==> src/rtl/xif_offload_pkg.sv <==
// rtl/xif_offload_pkg.sv - shared types and defaults for the CV-X-IF offload controller
package xif_offload_pkg;

    localparam int TIMEOUT_CYCLES_DEF = 256;
    localparam int XLEN_DEF           = 32;
    localparam int X_ID_WIDTH_DEF     = 4;

    typedef enum logic [3:0] {
        S_IDLE   = 4'b0001,
        S_ISSUE  = 4'b0010,
        S_COMMIT = 4'b0100,
        S_RESULT = 4'b1000
    } state_t;

    typedef struct packed {
        logic [31:0]               instr;
        logic [XLEN_DEF-1:0]       rs1;
        logic [XLEN_DEF-1:0]       rs2;
        logic [X_ID_WIDTH_DEF-1:0] id;
        logic                      wb;
    } req_t;

endpackage

==> src/rtl/xif_timeout_counter.sv <==
// rtl/xif_timeout_counter.sv - result-wait counter with clear, enable and terminal count
module xif_timeout_counter #(
    parameter int LIMIT = 256
) (
    input  logic clk,
    input  logic rst,
    input  logic clr,
    input  logic en,
    output logic tc
);

    localparam int W = (LIMIT > 1) ? $clog2(LIMIT) : 1;

    logic [W-1:0] count;

    always_ff @(posedge clk) begin
        if (rst || clr) begin
            count <= '0;
        end else if (en) begin
            count <= count + 1'b1;
        end
    end

    assign tc = (count == W'(LIMIT - 1));

endmodule

==> src/rtl/xif_offload_ctrl.sv <==
// rtl/xif_offload_ctrl.sv - single-outstanding CV-X-IF initiator: issue, commit, result, writeback
module xif_offload_ctrl
    import xif_offload_pkg::*;
#(
    parameter int X_ID_WIDTH     = X_ID_WIDTH_DEF,
    parameter int XLEN           = XLEN_DEF,
    parameter int TIMEOUT_CYCLES = TIMEOUT_CYCLES_DEF
) (
    input  logic                  clk_i,
    input  logic                  rst_i,
    input  logic                  req_valid_i,
    output logic                  req_ready_o,
    input  logic [31:0]           req_instr_i,
    input  logic [XLEN-1:0]       req_rs1_i,
    input  logic [XLEN-1:0]       req_rs2_i,
    input  logic [X_ID_WIDTH-1:0] req_id_i,
    input  logic                  kill_i,
    output logic                  issue_valid_o,
    input  logic                  issue_ready_i,
    output logic [31:0]           issue_instr_o,
    output logic [XLEN-1:0]       issue_rs0_o,
    output logic [XLEN-1:0]       issue_rs1_o,
    output logic [X_ID_WIDTH-1:0] issue_id_o,
    input  logic                  issue_accept_i,
    input  logic                  issue_writeback_i,
    output logic                  commit_valid_o,
    output logic [X_ID_WIDTH-1:0] commit_id_o,
    output logic                  commit_kill_o,
    input  logic                  result_valid_i,
    output logic                  result_ready_o,
    input  logic [X_ID_WIDTH-1:0] result_id_i,
    input  logic [XLEN-1:0]       result_data_i,
    input  logic [4:0]            result_rd_i,
    input  logic                  result_we_i,
    input  logic                  result_exc_i,
    output logic                  wb_valid_o,
    output logic [4:0]            wb_rd_o,
    output logic [XLEN-1:0]       wb_data_o,
    output logic                  illegal_o,
    output logic                  exc_o,
    output logic                  id_err_o,
    output logic                  timeout_o,
    output logic                  busy_o
);

    state_t state, state_next;
    req_t   req;
    logic   kill_pend;
    logic   id_match, res_hit, killed;
    logic   cnt_clr, cnt_en, cnt_tc;

    assign id_match = (result_id_i == X_ID_WIDTH'(req.id));
    assign res_hit  = (state == S_RESULT) && result_valid_i && id_match;
    assign killed   = kill_pend || kill_i;

    always_comb begin
        state_next = state;
        unique case (state)
            S_IDLE:   if (req_valid_i) state_next = S_ISSUE;
            S_ISSUE:  if (issue_ready_i) state_next = issue_accept_i ? S_COMMIT : S_IDLE;
            S_COMMIT: state_next = killed ? S_IDLE : S_RESULT;
            S_RESULT: if (res_hit || cnt_tc) state_next = S_IDLE;
            default:  state_next = S_IDLE;
        endcase
    end

    assign req_ready_o    = (state == S_IDLE);
    assign busy_o         = (state != S_IDLE);
    assign issue_valid_o  = (state == S_ISSUE);
    assign commit_valid_o = (state == S_COMMIT);
    assign commit_kill_o  = commit_valid_o && killed;
    assign result_ready_o = (state == S_RESULT);
    assign issue_instr_o  = req.instr;
    assign issue_rs0_o    = XLEN'(req.rs1);
    assign issue_rs1_o    = XLEN'(req.rs2);
    assign issue_id_o     = X_ID_WIDTH'(req.id);
    assign commit_id_o    = X_ID_WIDTH'(req.id);

    // A mismatching beat still counts toward the timeout; only a matching result stops it.
    assign cnt_clr = (state == S_COMMIT);
    assign cnt_en  = (state == S_RESULT) && !res_hit;

    xif_timeout_counter #(
        .LIMIT(TIMEOUT_CYCLES)
    ) u_timeout (
        .clk(clk_i),
        .rst(rst_i),
        .clr(cnt_clr),
        .en (cnt_en),
        .tc (cnt_tc)
    );

    always_ff @(posedge clk_i) begin
        if (rst_i) begin
            state      <= S_IDLE;
            req        <= '0;
            kill_pend  <= 1'b0;
            wb_valid_o <= 1'b0;
            wb_rd_o    <= '0;
            wb_data_o  <= '0;
            illegal_o  <= 1'b0;
            exc_o      <= 1'b0;
            id_err_o   <= 1'b0;
            timeout_o  <= 1'b0;
        end else begin
            state      <= state_next;
            wb_valid_o <= 1'b0;
            illegal_o  <= 1'b0;
            exc_o      <= 1'b0;
            id_err_o   <= 1'b0;
            timeout_o  <= (state == S_RESULT) && cnt_tc && !res_hit;
            unique case (state)
                S_IDLE: begin
                    if (req_valid_i) begin
                        req.instr <= req_instr_i;
                        req.rs1   <= XLEN_DEF'(req_rs1_i);
                        req.rs2   <= XLEN_DEF'(req_rs2_i);
                        req.id    <= X_ID_WIDTH_DEF'(req_id_i);
                        req.wb    <= 1'b0;
                        kill_pend <= 1'b0;
                    end
                end
                S_ISSUE: begin
                    kill_pend <= killed;
                    if (issue_ready_i) begin
                        illegal_o <= !issue_accept_i;
                        req.wb    <= issue_writeback_i;
                    end
                end
                S_RESULT: begin
                    if (result_valid_i) begin
                        if (!id_match) begin
                            id_err_o <= 1'b1;
                        end else if (result_exc_i) begin
                            exc_o <= 1'b1;
                        end else if (result_we_i && req.wb && (result_rd_i != 5'd0)) begin
                            wb_valid_o <= 1'b1;
                            wb_rd_o    <= result_rd_i;
                            wb_data_o  <= result_data_i;
                        end
                    end
                end
                default: ;
            endcase
        end
    end

endmodule

==> config.mk <==
export PLATFORM = sky130hd
export DESIGN_NAME = xif_offload_ctrl
export DESIGN_NICKNAME = d
export VERILOG_FILES = /design/src/rtl/xif_offload_pkg.sv /design/src/rtl/xif_timeout_counter.sv /design/src/rtl/xif_offload_ctrl.sv
export SDC_FILE = /design/constraint.sdc
export NUM_CORES = 1
export LEC_CHECK = 0
export ABC_AREA = 1
export CORE_MARGIN = 1
export CORE_UTILIZATION = 45
export CTS_CLUSTER_DIAMETER = 150
export CTS_CLUSTER_SIZE = 24
export DETAILED_ROUTE_END_ITERATION = 8
export PLACE_DENSITY_LB_ADDON = 0.08
export SLEW_MARGIN = 20
export SYNTH_ARGS = -nofsm -noshare
export SYNTH_HDL_FRONTEND = slang
export SYNTH_SLANG_ARGS = --single-unit
==> constraint.sdc <==
create_clock -name clk_i -period 2.34 [get_ports clk_i]
set_clock_uncertainty 0.2 [all_clocks]
set_input_delay 0.468 -clock clk_i [delete_from_list [all_inputs] [get_ports clk_i]]
set_output_delay 0.468 -clock clk_i [all_outputs]
set_load 0.02 [all_outputs]
### Word level (Yosys, flattened, before mapping)

Cells that the tools add are included.

* $add $sub $neg: 1
* equal/unequal tests: 10
* muxes and demuxes: 14
* bitwise logic cells: 6
* reduce and logical (&&, ||, !) cells: 24

Operators by type and width (number)
* 4-bit two-way mux: 4
* 4-bit case mux with 4 select lines: 1
* 8-bit by 1-bit adder with 8-bit output (second input constant): 1
* 8-bit equality test (second input constant): 1
* 1-bit logical AND: 8
* 1-bit two-way mux: 6
* 1-bit NOT: 6
* 3-bit AND reduction: 2
* 3-bit OR reduction: 2
* 5-bit AND reduction: 1
* 5-bit nonzero test: 1
* 5-bit OR reduction: 1
* 4-bit by 1-bit equality test with 1-bit output (second input constant): 1
* 4-bit by 2-bit equality test with 1-bit output (second input constant): 1
* 4-bit by 3-bit equality test with 1-bit output (second input constant): 1
* 4-bit equality test: 1
* 4-bit equality test (second input constant): 1
* 2-bit by 1-bit inequality test with 1-bit output (second input constant): 2
* 4-bit by 1-bit inequality test with 1-bit output (second input constant): 1
* 1-bit case mux with 2 select lines: 2
* 2-bit AND reduction: 2
* 4-bit OR reduction: 1
* 1-bit logical OR: 3
* 3-bit two-way mux: 1
* 3 further kinds: 4

* register bits: 156
* bits of input ports: 151
* output and inout port bits: 152
* logic and storage cells: 70

### Longest topological paths before layout

Gate-level depths: netlist (run 1).

* depth in word-level cells: 6
* mapped depth: 11
* gate-level depth less buffers: 9

### Cells and area by module

Synthesis (run 1) repeated with hierarchy kept, for this count alone.

* cells, all modules: 854
* area total of the unflattened synthesis: 6628.9 µm²

By module, submodules not included
* xif_offload_ctrl: times used 1, cells an instance 801, area each 6248.5 µm², seq. area each 2962.8 µm²
* xif_timeout_counter: times used 1, cells an instance 53, area each 380.4 µm², seq. area each 160.2 µm²

### Worst setup path before layout (run 1)

No wires, ideal clock.

* kind: input to register
* start point: input result_id_i[1]
* end point: register wb_data_o[10]
* setup time: 113 ps
* arrival time: 1325 ps
* required time: 2027 ps
* setup slack: 702 ps
* stages on the path: 11
* path buffers: 2
* path through: inv_1 -> nand2_1 -> nand2_1 -> nor2_1 -> nand3_2 -> nor2_4 -> inv_2 -> buf_6 -> buf_6 -> nor2_2 -> nor2_1

* cells in the longest elaborated chain, start to end: 2

RTL lines
* start: declaration: RTL line xif_offload_ctrl.sv:31 `input logic [X_ID_WIDTH-1:0] result_id_i,`
* 4-bit equality test: RTL line xif_offload_ctrl.sv:52 `assign id_match = (result_id_i == X_ID_WIDTH'(req.id));`
* 5-bit AND reduction (no line)
* end signal: assignment: RTL line xif_offload_ctrl.sv:139 `wb_data_o <= result_data_i;`
* end: declaration: RTL line xif_offload_ctrl.sv:38 `output logic [XLEN-1:0] wb_data_o,`

Every way passes these cells.
A chain may end at the register's enable or synchronous reset.

### Final worst setup path (run 1)

* start point: register state[1]
* end point: output commit_kill_o

* cells in the longest elaborated chain, start to end: 2

RTL lines
* start: declaration: RTL line xif_offload_ctrl.sv:46 `state_t state, state_next;`
* start signal: assignment: RTL line xif_offload_ctrl.sv:106 `state <= state_next;`
* 4-bit by 3-bit equality test with 1-bit output: RTL line xif_offload_ctrl.sv:70 `assign commit_valid_o = (state == S_COMMIT);`
* 1-bit logical AND: RTL line xif_offload_ctrl.sv:71 `assign commit_kill_o = commit_valid_o && killed;`
* end: declaration: RTL line xif_offload_ctrl.sv:28 `output logic commit_kill_o,`

Every way passes these cells.

==> results.json, run 1 <==
{
  "outcome": "finished, final reports clean",
  "worstPathMaxFanout": 4,
  "setup_viol": 0,
  "place_inst": 1199,
  "cts_setup_buffers": 0,
  "tightest_slew_ns": 0.453,
  "synth_flop_cell": "dfxtp_1",
  "yosys.area_share.simple": 0.236,
  "ys_warn_count": 0,
  "synth_top_family_by_area": "simple AND/OR/NAND/NOR gates",
  "power_leakage_nw": 3.73,
  "yosys.area_share.adder": 0.00187,
  "synth_compound_area_frac": 0.116,
  "clk-insertion-delay-late_ns": 0.41,
  "synth_xor_area_frac": 0.00523,
  "crit_type": "flip-flop to output port",
  "nFillCells": 1296,
  "synth_top_area_share": 0.466,
  "area_growth_pct": 43.8,
  "overflow": 0,
  "grt_setup_unrepaired": "false",
  "synth_common_cells": "dfxtp_1, nand2_1, a21oi_1, nand3_1, buf_4",
  "hold_path_end": "wb_valid_o",
  "clock_sinks": 156,
  "yosysUniqueCellTypes": 25,
  "cts_tree": "built",
  "worst_hold_slack_ns": 0.225,
  "ir_worst_vdd_mv": 0.422,
  "coreArea_um2": 14500,
  "first_pass_iters": 4,
  "hold_depth": 2,
  "cts_buffers": 17,
  "relSlewSlack": 0.698,
  "slowest_stage": "dlygate4sd2_1",
  "grt_max_degree": 98,
  "yosysMostFrequentCell": "dfxtp_1",
  "synthMuxAreaShare": 0,
  "die_y_um": 124,
  "final_cells": 1229,
  "syn_area_um2": 6700,
  "vias": 6028,
  "cp-end-kind": "output port",
  "grt_pass1_vias": 5397,
  "path_buf_inv": 1,
  "worst_slack_ns": 0.133,
  "dieWidth_um": 124,
  "critPathRequiredTime_ns": 1.67,
  "synth_cells": 861,
  "wl_mm": 18.2,
  "synth_edf_count": 0,
  "dpl_worst_slack_ns": 0.00129,
  "drc": 0,
  "slowest_delay_ns": 0.34,
  "final_area_um2": 9640,
  "cts-root-buf": "clkbuf_16",
  "yosys.area.top_type": "dfxtp_1",
  "synth.area.top_cells": "dfxtp_1, buf_4, a21oi_1",
  "r2r-start": "state[2]",
  "place.gp.congestion": 0.788,
  "h-tree-depth": 4,
  "clk_pin_slew_ns": 0.06,
  "rows": 44,
  "nNetsFinal": 1186,
  "io_buffers": 302,
  "critical_path.top_delay_family": "simple AND/OR/NAND/NOR gates",
  "synth_seq_cells": 156,
  "drv_cap": 0,
  "place_area_um2": 9070,
  "viasPerCell": 4.90,
  "hp-class": "primary input to flip-flop",
  "finalHoldViolations": 0,
  "min_period_ns": 2.21,
  "die-area_um2": 15400,
  "reg2reg_slack_ns": 0.19,
  "avgSynthCellArea_um2": 7.79,
  "ys_seq_area_frac": 0.466,
  "start_kind": "flip-flop",
  "fin_util": 0.663,
  "clockBufferDepth": 2,
  "rr_endpoint": "issue_rs1_o[9]",
  "antenna_cells": 0,
  "postSynthNetCount": 1013,
  "cp.arrival_ns": 1.54,
  "start_util": 0.461,
  "post-route-period-util": 0.943,
  "drive_above_1_share": 0.0756,
  "antenna_found_initial": 1,
  "crit_top_cell": "nor2_1",
  "dpl.hpwl_mm": 12.4,
  "track_usage": 0.229,
  "wire_per_inst_um": 14.8,
  "crit_chain": "nor2_1 > nand3_1 > nor2_1 > dlygate4sd2_1",
  "worstHoldStart": "rst_i",
  "drt.antenna.violating_nets": 0,
  "fmax_ghz": 0.453,
  "synth_async_sr_flop_share": 0,
  "rr_worst_depth": 8,
  "grt_pass1_wl_mm": 27.2,
  "drtIter0Drc": 273,
  "maxSlewViolCount": 0,
  "io_pins": 303,
  "power_density_nw_per_um2": 701
}
[worst register-to-register path: cells and delay by family (launching register included)]
| kind | cells | cell delay (ns) |
|---|---|---|
| compound gates | 1 | 0.06 |
| buf+inv | 3 | 0.72 |
| flops | 1 | 0.32 |
| simple gates | 4 | 0.72 |
[cell usage in the layout, fill, tap and decap left out, drive strengths merged]
| cell type | instances |
|---|---|
| inv | 26 |
| nand3 | 112 |
| or2 | 3 |
| clkdlybuf4s50 | 294 |
| clkinvlp | 2 |
| buf | 16 |
| dlygate4sd2 | 4 |
| nor3 | 4 |
| o21ai | 44 |
| xor2 | 4 |
| nor4 | 1 |
| clkinv | 3 |
| nand2 | 138 |
| a21oi | 112 |
| nand4 | 3 |
| ha | 1 |
| bufinv | 1 |
| dlymetal6s2s | 1 |
| dfxtp | 156 |
| nand3b | 2 |
| clkbuf | 25 |
| nor2 | 93 |
[report_power, final]
part	total (mW)	internal, mW	switching (mW)
Sequential	2.87	2.80	0.0706
Combinational	1.26	0.616	0.639
Clock	2.63	1.62	1.02
[layer usage]
metal / up-vias / global-route usage / wire length (um)
li1: 3052 / - / -
met1: 2749 / 0.261 / 7430
met2: 201 / 0.377 / 8690
met3: 24 / 0.0994 / 1770
met4: 2 / 0.0826 / 301
met5: - / 0 / 13
[sequential cells by signal (all words and copies together), names as in the netlist, 4 cells and up]
register and count:
commit_id_o 4, wb_data_o 32, issue_instr_o 32, wb_rd_o 5
issue_rs1_o 32, issue_rs0_o 32, u_timeout.count 8, state 4
[metrics by stage]
stage | power (mW) | setup TNS (ns)
after detailed placement | 4.19 | 0
after floorplan | 3.70 | 0
after global routing | 7.05 | 0
final | 6.76 | 0
after CTS | 6.84 | 0
after global placement | 4.18 | -0.00738
[worst max-delay path by stage]
stage	startpoint	endpoint	slack [ns]	cells after the start
after floorplan	result_id_i[1]	wb_data_o[10]	0.70	11
after global placement	kill_i	commit_kill_o	-0.007	4
after detailed placement	kill_i	commit_kill_o	0.001	4
after CTS	state[1]	commit_valid_o	0.03	4
after global routing	state[2]	issue_instr_o[27]	0.03	8
final	state[1]	commit_kill_o	0.13	4
[cell type report]
cell class | count | area [um^2] | share of cell area
multi-input combinational | 517 | 2410 | 0.250
inverter | 26 | 97.6 | 0.0101
timing repair buffer | 316 | 3200 | 0.332
tap | 184 | 230 | 0.0239
sequential | 156 | 3120 | 0.324
clock inverter | 6 | 60.1 | 0.00623
clock buffer | 24 | 512 | 0.0531
[kinds of logic after synthesis]
logic type | after synthesis
DFF | 156
buffers and inverters | 188
adders and majority gates | 1
xor gates and xnor gates | 4
AOI/OAI and AO/OA | 156
and+or+nand+nor | 356
[repair_timing]
item / in CTS / in global routing
setup endpoints to repair: 5 / 2
hold buffers: 0 / 0
resized for setup: 5 / 3
endpoints found under the hold margin: 0 / 0
pin swaps: 0 / 0
Note: power is estimated with default switching activity, not from simulation.
==> inputs of run 2 (changes only) <==
Settings changed: CORE_MARGIN 1 to not set.
==> results of run 2 <==
Final layout, timing and power as in run 1 (identical DEF).
